File: src/rtl/wb_port_arbiter.sv
// wb_port_arbiter
// Shares the register-file write port between the in-order WB stage and a
// long-latency unit (LU). LU results wait in a small FIFO. The WB stage normally
// wins the port. A wait counter bounds how long a non-empty FIFO can be passed
// over. When the bound is reached, the FIFO head is written and the pipeline is
// stalled for one cycle.

module wb_port_arbiter #(
  parameter int DATA_W    = 32,
  parameter int REG_W     = 5,
  parameter int BUF_DEPTH = 2,
  parameter int MAX_WAIT  = 4
) (
  input  logic              clk_i,
  input  logic              rst_ni,
  // WB stage request
  input  logic              pipe_valid_i,
  input  logic              pipe_we_i,
  input  logic [REG_W-1:0]  pipe_dest_i,
  input  logic [DATA_W-1:0] pipe_wdata_i,
  output logic              pipe_stall_o,
  // LU result stream
  input  logic              lu_valid_i,
  output logic              lu_ready_o,
  input  logic [REG_W-1:0]  lu_dest_i,
  input  logic [DATA_W-1:0] lu_wdata_i,
  output logic              lu_pending_o,
  // Register-file write port
  output logic              rf_we_o,
  output logic [REG_W-1:0]  rf_waddr_o,
  output logic [DATA_W-1:0] rf_wdata_o
);

  localparam int PTR_W  = (BUF_DEPTH > 1) ? $clog2(BUF_DEPTH) : 1;
  localparam int CNT_W  = $clog2(BUF_DEPTH + 1);
  localparam int WAIT_W = $clog2(MAX_WAIT + 1);

  localparam logic [CNT_W-1:0]  FULL_CNT = CNT_W'(BUF_DEPTH);
  localparam logic [WAIT_W-1:0] WAIT_LIM = WAIT_W'(MAX_WAIT);

  // Which source owns the write port in the current cycle.
  typedef enum logic [1:0] {
    GRANT_NONE = 2'd0,
    GRANT_PIPE = 2'd1,
    GRANT_BUF  = 2'd2
  } grant_e;

  // FIFO storage and bookkeeping
  logic [REG_W-1:0]  r_buf_dest [BUF_DEPTH];
  logic [DATA_W-1:0] r_buf_data [BUF_DEPTH];
  logic [PTR_W-1:0]  r_wr_ptr;
  logic [PTR_W-1:0]  r_rd_ptr;
  logic [CNT_W-1:0]  r_count;
  logic [WAIT_W-1:0] r_wait_cnt;

  // Combinational decode
  logic              w_pipe_req;
  logic              w_buf_req;
  logic              w_not_full;
  logic              w_force;
  logic              w_accept;
  logic              w_enq;
  logic              w_deq;
  grant_e            w_grant;
  logic [CNT_W-1:0]  w_count_nxt;
  logic [WAIT_W-1:0] w_wait_nxt;

  assign w_pipe_req = pipe_valid_i & pipe_we_i & (pipe_dest_i != '0);
  assign w_buf_req  = (r_count != '0);
  assign w_not_full = (r_count != FULL_CNT);
  assign w_force    = w_buf_req & (r_wait_cnt == WAIT_LIM);

  // Ready depends only on the registered count. It is also held low while reset
  // is asserted.
  assign lu_ready_o   = rst_ni & w_not_full;
  assign lu_pending_o = w_buf_req;

  // A result for x0 completes the handshake but is dropped instead of queued.
  assign w_accept = lu_valid_i & lu_ready_o;
  assign w_enq    = w_accept & (lu_dest_i != '0);
  assign w_deq    = (w_grant == GRANT_BUF);

  // Decide the port owner: a forced or uncontested FIFO first, otherwise WB.
  always_comb begin
    w_grant = GRANT_NONE;
    if (w_force || (w_buf_req && !w_pipe_req)) begin
      w_grant = GRANT_BUF;
    end else if (w_pipe_req) begin
      w_grant = GRANT_PIPE;
    end
  end

  // Drive the register-file port from the granted source. The port is zero when idle.
  always_comb begin
    // NOTE: every output gets a default first so no path through this block can infer a latch.
    rf_we_o    = 1'b0;
    rf_waddr_o = '0;
    rf_wdata_o = '0;
    case (w_grant)
      GRANT_BUF: begin
        rf_we_o    = 1'b1;
        rf_waddr_o = r_buf_dest[r_rd_ptr];
        rf_wdata_o = r_buf_data[r_rd_ptr];
      end
      GRANT_PIPE: begin
        rf_we_o    = 1'b1;
        rf_waddr_o = pipe_dest_i;
        rf_wdata_o = pipe_wdata_i;
      end
      default: ;
    endcase
  end

  // The WB write is held only when it loses the port to a forced FIFO write.
  assign pipe_stall_o = w_force & w_pipe_req;

  // Compute the next occupancy from the enqueue and dequeue strobes.
  always_comb begin
    w_count_nxt = r_count;
    case ({w_enq, w_deq})
      2'b10:   w_count_nxt = r_count + CNT_W'(1);
      2'b01:   w_count_nxt = r_count - CNT_W'(1);
      default: w_count_nxt = r_count;
    endcase
  end

  // Count consecutive cycles in which a queued result loses to WB. Reset the
  // count when the FIFO is granted or is empty.
  always_comb begin
    w_wait_nxt = r_wait_cnt;
    if (!w_buf_req || (w_grant == GRANT_BUF)) begin
      w_wait_nxt = '0;
    end else if (w_pipe_req && (r_wait_cnt != WAIT_LIM)) begin
      w_wait_nxt = r_wait_cnt + WAIT_W'(1);
    end
  end

  // Write the FIFO payload. Slot contents are only meaningful below the count.
  always_ff @(posedge clk_i) begin
    // NOTE: the payload array has no reset; occupancy is tracked by r_count,
    // so a stale slot is never presented.
    if (w_enq) begin
      r_buf_dest[r_wr_ptr] <= lu_dest_i;
      r_buf_data[r_wr_ptr] <= lu_wdata_i;
    end
  end

  // Update the pointers, count and wait counter. Reset discards everything queued.
  always_ff @(posedge clk_i or negedge rst_ni) begin
    // NOTE: state updates use non-blocking assignments so every register samples
    // pre-edge values.
    if (!rst_ni) begin
      r_wr_ptr   <= '0;
      r_rd_ptr   <= '0;
      r_count    <= '0;
      r_wait_cnt <= '0;
    end else begin
      if (w_enq) r_wr_ptr <= r_wr_ptr + PTR_W'(1);
      if (w_deq) r_rd_ptr <= r_rd_ptr + PTR_W'(1);
      r_count    <= w_count_nxt;
      r_wait_cnt <= w_wait_nxt;
    end
  end

endmodule

File: config.mk
export PLATFORM = sky130hd
export DESIGN_NAME = wb_port_arbiter
export DESIGN_NICKNAME = d
export VERILOG_FILES = /design/src/rtl/wb_port_arbiter.sv
export SDC_FILE = /design/constraint.sdc
export NUM_CORES = 1
export LEC_CHECK = 0
export CAP_MARGIN = 20
export CORE_ASPECT_RATIO = 1.25
export CORE_MARGIN = 1
export CORE_UTILIZATION = 48
export CTS_CLUSTER_DIAMETER = 150
export DETAILED_ROUTE_END_ITERATION = 7
export PLACE_DENSITY = 0.9
export SLEW_MARGIN = 30
export SYNTH_ARGS = -nofsm -noshare
export SYNTH_HDL_FRONTEND = slang
export SYNTH_SLANG_ARGS = --single-unit
File: constraint.sdc
create_clock -name clk_i -period 4.75 [get_ports clk_i]
set_input_delay 0.475 -clock clk_i [delete_from_list [all_inputs] [get_ports clk_i]]
set_output_delay 0.475 -clock clk_i [all_outputs]
set_load 0.02 [all_outputs]
Yosys cells after proc, flatten, opt, wreduce, memory -nomap -nowiden
Memory sizes are Yosys's and may differ from the RTL's.
Index checks and enable logic that the tools add are counted.
W data, S select, Z words.
Word-level totals
  word-level logic and storage cells: 47
  input bits: 79
  memories: 2
  output and inout bits: 41
  memory bits (writable): 74
  register bits after elaboration: 7
Memories
  r_buf_data: depth 2, bits a word 32, rd ports 1, clocked after memory_dff 0, write ports 1, line 50  | logic [DATA_W-1:0] r_buf_data [BUF_DEPTH];
  r_buf_dest: depth 2, bits a word 5, rd ports 1, clocked after memory_dff 0, write ports 1, line 49  | logic [REG_W-1:0] r_buf_dest [BUF_DEPTH];
Operators by class
  eq/ne operators: 7
  bitwise logic cells: 7
  multiplexer cells: 10
  reductions and logical operators: 12
  add/subtract/negate cells: 5
Operator list (count)
  $pmux W32 S2: 1
  $pmux W5 S2: 1
  $reduce_bool A5 Y1: 2
  $and A1 B1 Y1: 7
  $mux W3: 2
  $reduce_bool A2 Y1: 3
  $eq A2 B1 Y1 const B: 2
  $eq A2 B2 Y1 const B: 2
  $mux W1: 4
  $pmux W2 S2: 1
  $add A3 B1 Y3 const B: 1
  $eq A3 B3 Y1 const B: 1
  $ne A3 B3 Y1 const B: 1
  $add A1 B1 Y1 const B: 2
  $add A2 B1 Y2 const B: 1
  $logic_and A1 B1 Y1: 2
  $logic_not A1 Y1: 2
  $logic_or A1 B1 Y1: 2
  $mux W2: 1
  $ne A2 B2 Y1 const B: 1
  $reduce_or A2 Y1: 1
  $sub A2 B1 Y2 const B: 1

Logic depth before layout (Yosys ltp)
  word-level depth: 9
  depth in mapped cells: 12

Worst setup path before layout
OpenSTA, ideal clock, no wires.
  path kind: input -> register
  start: in rst_ni
  end: mem r_buf_data[0][0] (enable)
  required time: 4314 ps
  slack: 1270 ps
  setup time: 436 ps
  data arrival time: 3044 ps
  buffers on the path: 0
  cell stages on the path: 3
  cell sequence: a21boi_0 -> o211a_1 -> nor2b_1
On the way
  cells in the longest elaborated chain, start to end: 5
Ends and longest elaborated chain
  start: declaration: line 15  | input logic rst_ni,
  $and A1 B1 Y1: line 75  | assign lu_ready_o = rst_ni & w_not_full;
  $and A1 B1 Y1: line 79  | assign w_accept = lu_valid_i & lu_ready_o;
  $and A1 B1 Y1: line 80  | assign w_enq = w_accept & (lu_dest_i != '0);
  $mux W1: line 142  | if (w_enq) begin
  $mux W1 (not written as such): line 144  | r_buf_data[r_wr_ptr] <= lu_wdata_i;
  end: declaration: line 50
Every way passes these cells.

Worst setup path after layout
  start: in pipe_dest_i[0]
  end: out rf_wdata_o[12]
On the way
  cells in the longest elaborated chain, start to end: 8
  elaborated cells between the ends (all ways): 10
  those cells by class: eq/ne: 2; mux: 3; bitwise: 1; reduce/logical: 4
Ends and longest elaborated chain
  start: declaration: line 19  | input logic [REG_W-1:0] pipe_dest_i,
  $reduce_bool A5 Y1 (*): line 68  | assign w_pipe_req = pipe_valid_i & pipe_we_i & (pipe_dest_i != '0);
  $and A1 B1 Y1 (*): line 68
  $logic_not A1 Y1: line 86  | if (w_force || (w_buf_req && !w_pipe_req)) begin
  $logic_and A1 B1 Y1: line 86
  $logic_or A1 B1 Y1: line 86
  $mux W2 (*): line 86
  $eq A2 B1 Y1 or $eq A2 B2 Y1 (tied branches): line 99  | case (w_grant)
  $pmux W32 S2 (*): line 99
  end: declaration: line 31  | output logic [DATA_W-1:0] rf_wdata_o
Every way passes the cells marked *; elsewhere a longest branch is shown, timed or not.

==> impl_results.md <==
* Routed length per instance at 17.7 um
* Hold buffers post-CTS at 0
* Maximum vdd drop at 0.000341 V
* Slew headroom at 39.6%
* Setup Buffers After CTS at 0
* Final std cells w/o fill at 415
* Setup total negative slack at 0 ns
* FILL cells at 427
* Distinct cell type count after synthesis at 26
* Clk buf depth at 2
* First-pass GRT wire length at 10.9 mm
* Power Density at 506 mW/mm2
* Worst Hold Class: in -> async
* Post-DP HPWL at 4.89 mm
* Clock H-tree levels at 3
* Avg Inst Size Synth at 16.8 um2
* # resized after CTS at 0
* Status: finished, final reports clean
* Die area at 0.00742 mm2
* Worst Skew at 0.00815 ns
* Nets at 405
* Dpl cells at 397
* Width of the chip at 77.2 um
* Total routed wirelength at 7.33 mm
* Multi-input logic area at 936 um2
* CTS Buf Count at 9
* Post-DP Area at 0.00469 mm2
* ANT cells at 0
* Vias at 2214
* IO Pins at 120
* Yosys reg bits at 81
* Crit path max fanout at 24
* Syn-to-layout area delta at 46.4%
* TritonRoute pass-1 iters at 4
* Fin area at 0.00497 mm2
* Total Routing Usage GR at 20.1%
* Vias in the first global route at 2370
* RR Startpoint: r_count[0]
* Grt total ovfl at 0
* Period utilisation layout at 76.0%
* Final GP Congestion at 0.684
* Final setup violation count at 0
* Cell leakage power at 1.76 nW
* Critical Path End Type: output pin
* Clock root cell: clkbuf_8
* DR vias/cell at 5.33
* Storage element area at 0.00240 mm2
* Synth top area share at 65.4%
* Cell area after synthesis at 0.00340 mm2
* Share of post-route cells with drive strength above 1 at 7.62%
* CTS tree: done
* MaxCap Viol Count at 0
* Setup crit start: pipe_dest_i[0]
* Slew @ Worst Pin at 0.907 ns
* Clock transition at path regs at 0.08 ns
* Residual DRC count at 0
* CP arrival at 3.14 ns
* Worst endpoint required time at 4.28 ns
* Initial antenna violation count at 0
* Syn nets at 284
* Core Rows at 33
* Syn. warnings at 0
* Overall power at 0.00252 W
* Hold Fails Final Rpt at 0
* CP Launch Type: primary input
* Post-synthesis sequential area ratio at 70.6%
* R2R depth at 4
* Clock latency on the worst-skew pair at 0.34 ns
* RSZ-0062 raised after global routing: false
* Ranking of synthesized cells by area: edfxtp_1 65%, mux2i_1 11%, o2bb2ai_1 9.5%
* Die H at 96.1 um
* PortBufs at 119
* Core Box Area at 0.00669 mm2
* # clock sinks at 81
* Crit Path Class: in -> out
* Synth area leader: edfxtp_1
* Max-slew violation count at 0
* Initial core utilization at 50.8%
* Largest net degree at the start of global routing at 40
* Post-Syn Instances at 202
* Fmax at 277 MHz
* Antenna Nets Post-Route at 0
* Starting DRT DRC Count at 114
* Final min period at 3.61 ns
## worst paths after layout
| check | slack [ns] | endpoint |
|---|---|---|
| setup / recovery | 1.14 | rf_wdata_o[12] |
| hold / removal | 0.39 | r_wait_cnt[2] |
| setup reg to reg | 2.56 | r_buf_data[1][2] |
| hold reg to reg | 0.49 | r_wait_cnt[0] |
| max in group asynchronous | 4.08 | r_rd_ptr |
| min in group clk_i | 0.49 | r_wait_cnt[0] |
## metrics by stage
stage	setup WS (ns)	utilization (%)	hold WS [ns]
floorplan	1.27	-	0.179
global placement	1.20	69.6	0.460
detailed placement	1.13	70.1	0.476
CTS	1.12	73.5	0.389
global route	1.04	74.3	0.402
finish	1.14	74.3	0.391
## critical path, stage by stage
cell             delay [ns]
clkdlybuf4s50_1        0.48
or4_1                  0.57
o211ai_2               0.34
o21ai_4                0.24
buf_16                 0.22
o2bb2ai_1              0.16
clkdlybuf4s50_1        0.62
## cell usage in the layout, fill, tap and decap left out, drive strengths merged
master | synthesis | routed
xor2 | 2 | 2
inv | 6 | 6
mux2i | 38 | 38
buf | 7 | 3
clkbuf | 5 | 12
nor2b | 1 | 1
nor3 | 1 | 1
or2b | 1 | 1
ha | 3 | 3
a21boi | 1 | 1
nor2 | 5 | 5
edfxtp | 74 | 74
nand2 | 2 | 2
nand2b | 1 | 1
a21oi | 1 | 1
or4 | 2 | 2
o211a | 1 | 1
xnor2 | 3 | 3
clkinvlp | 0 | 2
o2bb2ai | 37 | 37
or2 | 1 | 1
and2 | 1 | 1
o21ai | 1 | 1
dfrtp | 7 | 7
o211ai | 1 | 1
bufinv | 0 | 2
clkdlybuf4s50 | 0 | 119
## final cells by class
type / instances / area share [%]
timing repair buffer: 122 / 25.6
clock inverter: 4 / 1.51
inverter: 6 / 0.453
sequential: 81 / 48.3
multi-input combinational: 103 / 18.8
tap: 87 / 2.19
clock buffer: 12 / 3.12
## kinds of logic (layout without fill, tap and decap cells)
kind of cell	Yosys count	after routing	share of synthesized area (%)
simple gates	15	15	2.32
compound gates	42	42	10.9
buf+inv	18	144	2.58
flops	81	81	70.6
mux	38	38	11.2
fa+ha+maj	3	3	1.11
xor+xnor	5	5	1.29
## routing by layer
layer | wire length (um) | track usage (%) | up-vias
met1 | 2710 | 21.0 | 1071
met2 | 4140 | 37.8 | 88
met5 | 0 | 0 | -
met3 | 333 | 4.45 | 13
li1 | - | - | 1042
met4 | 148 | 10.2 | 0
## synthesized netlist by cell type (all sizes together)
cell type	instances
mux2i	38
or2	1
ha	3
a21boi	1
nand2	2
or2b	1
xnor2	3
and2	1
nor2b	1
dfrtp	7
buf	7
o21ai	1
o211a	1
xor2	2
edfxtp	74
nor3	1
o2bb2ai	37
clkbuf	5
o211ai	1
a21oi	1
inv	6
or4	2
nor2	5
nand2b	1
## where the power goes
group	switching, W	internal [W]
sequential	0.000116	0.000889
clock	0.000240	0.000325
combinational	0.000459	0.000490
## flip-flops by register name, summed over array words and instances, names as in the netlist
register and count:
r_buf_dest 10, r_wr_ptr 1, r_wait_cnt 3, r_rd_ptr 1, r_count 2, r_buf_data 64
No activity file was read; power rests on OpenSTA's default activity.
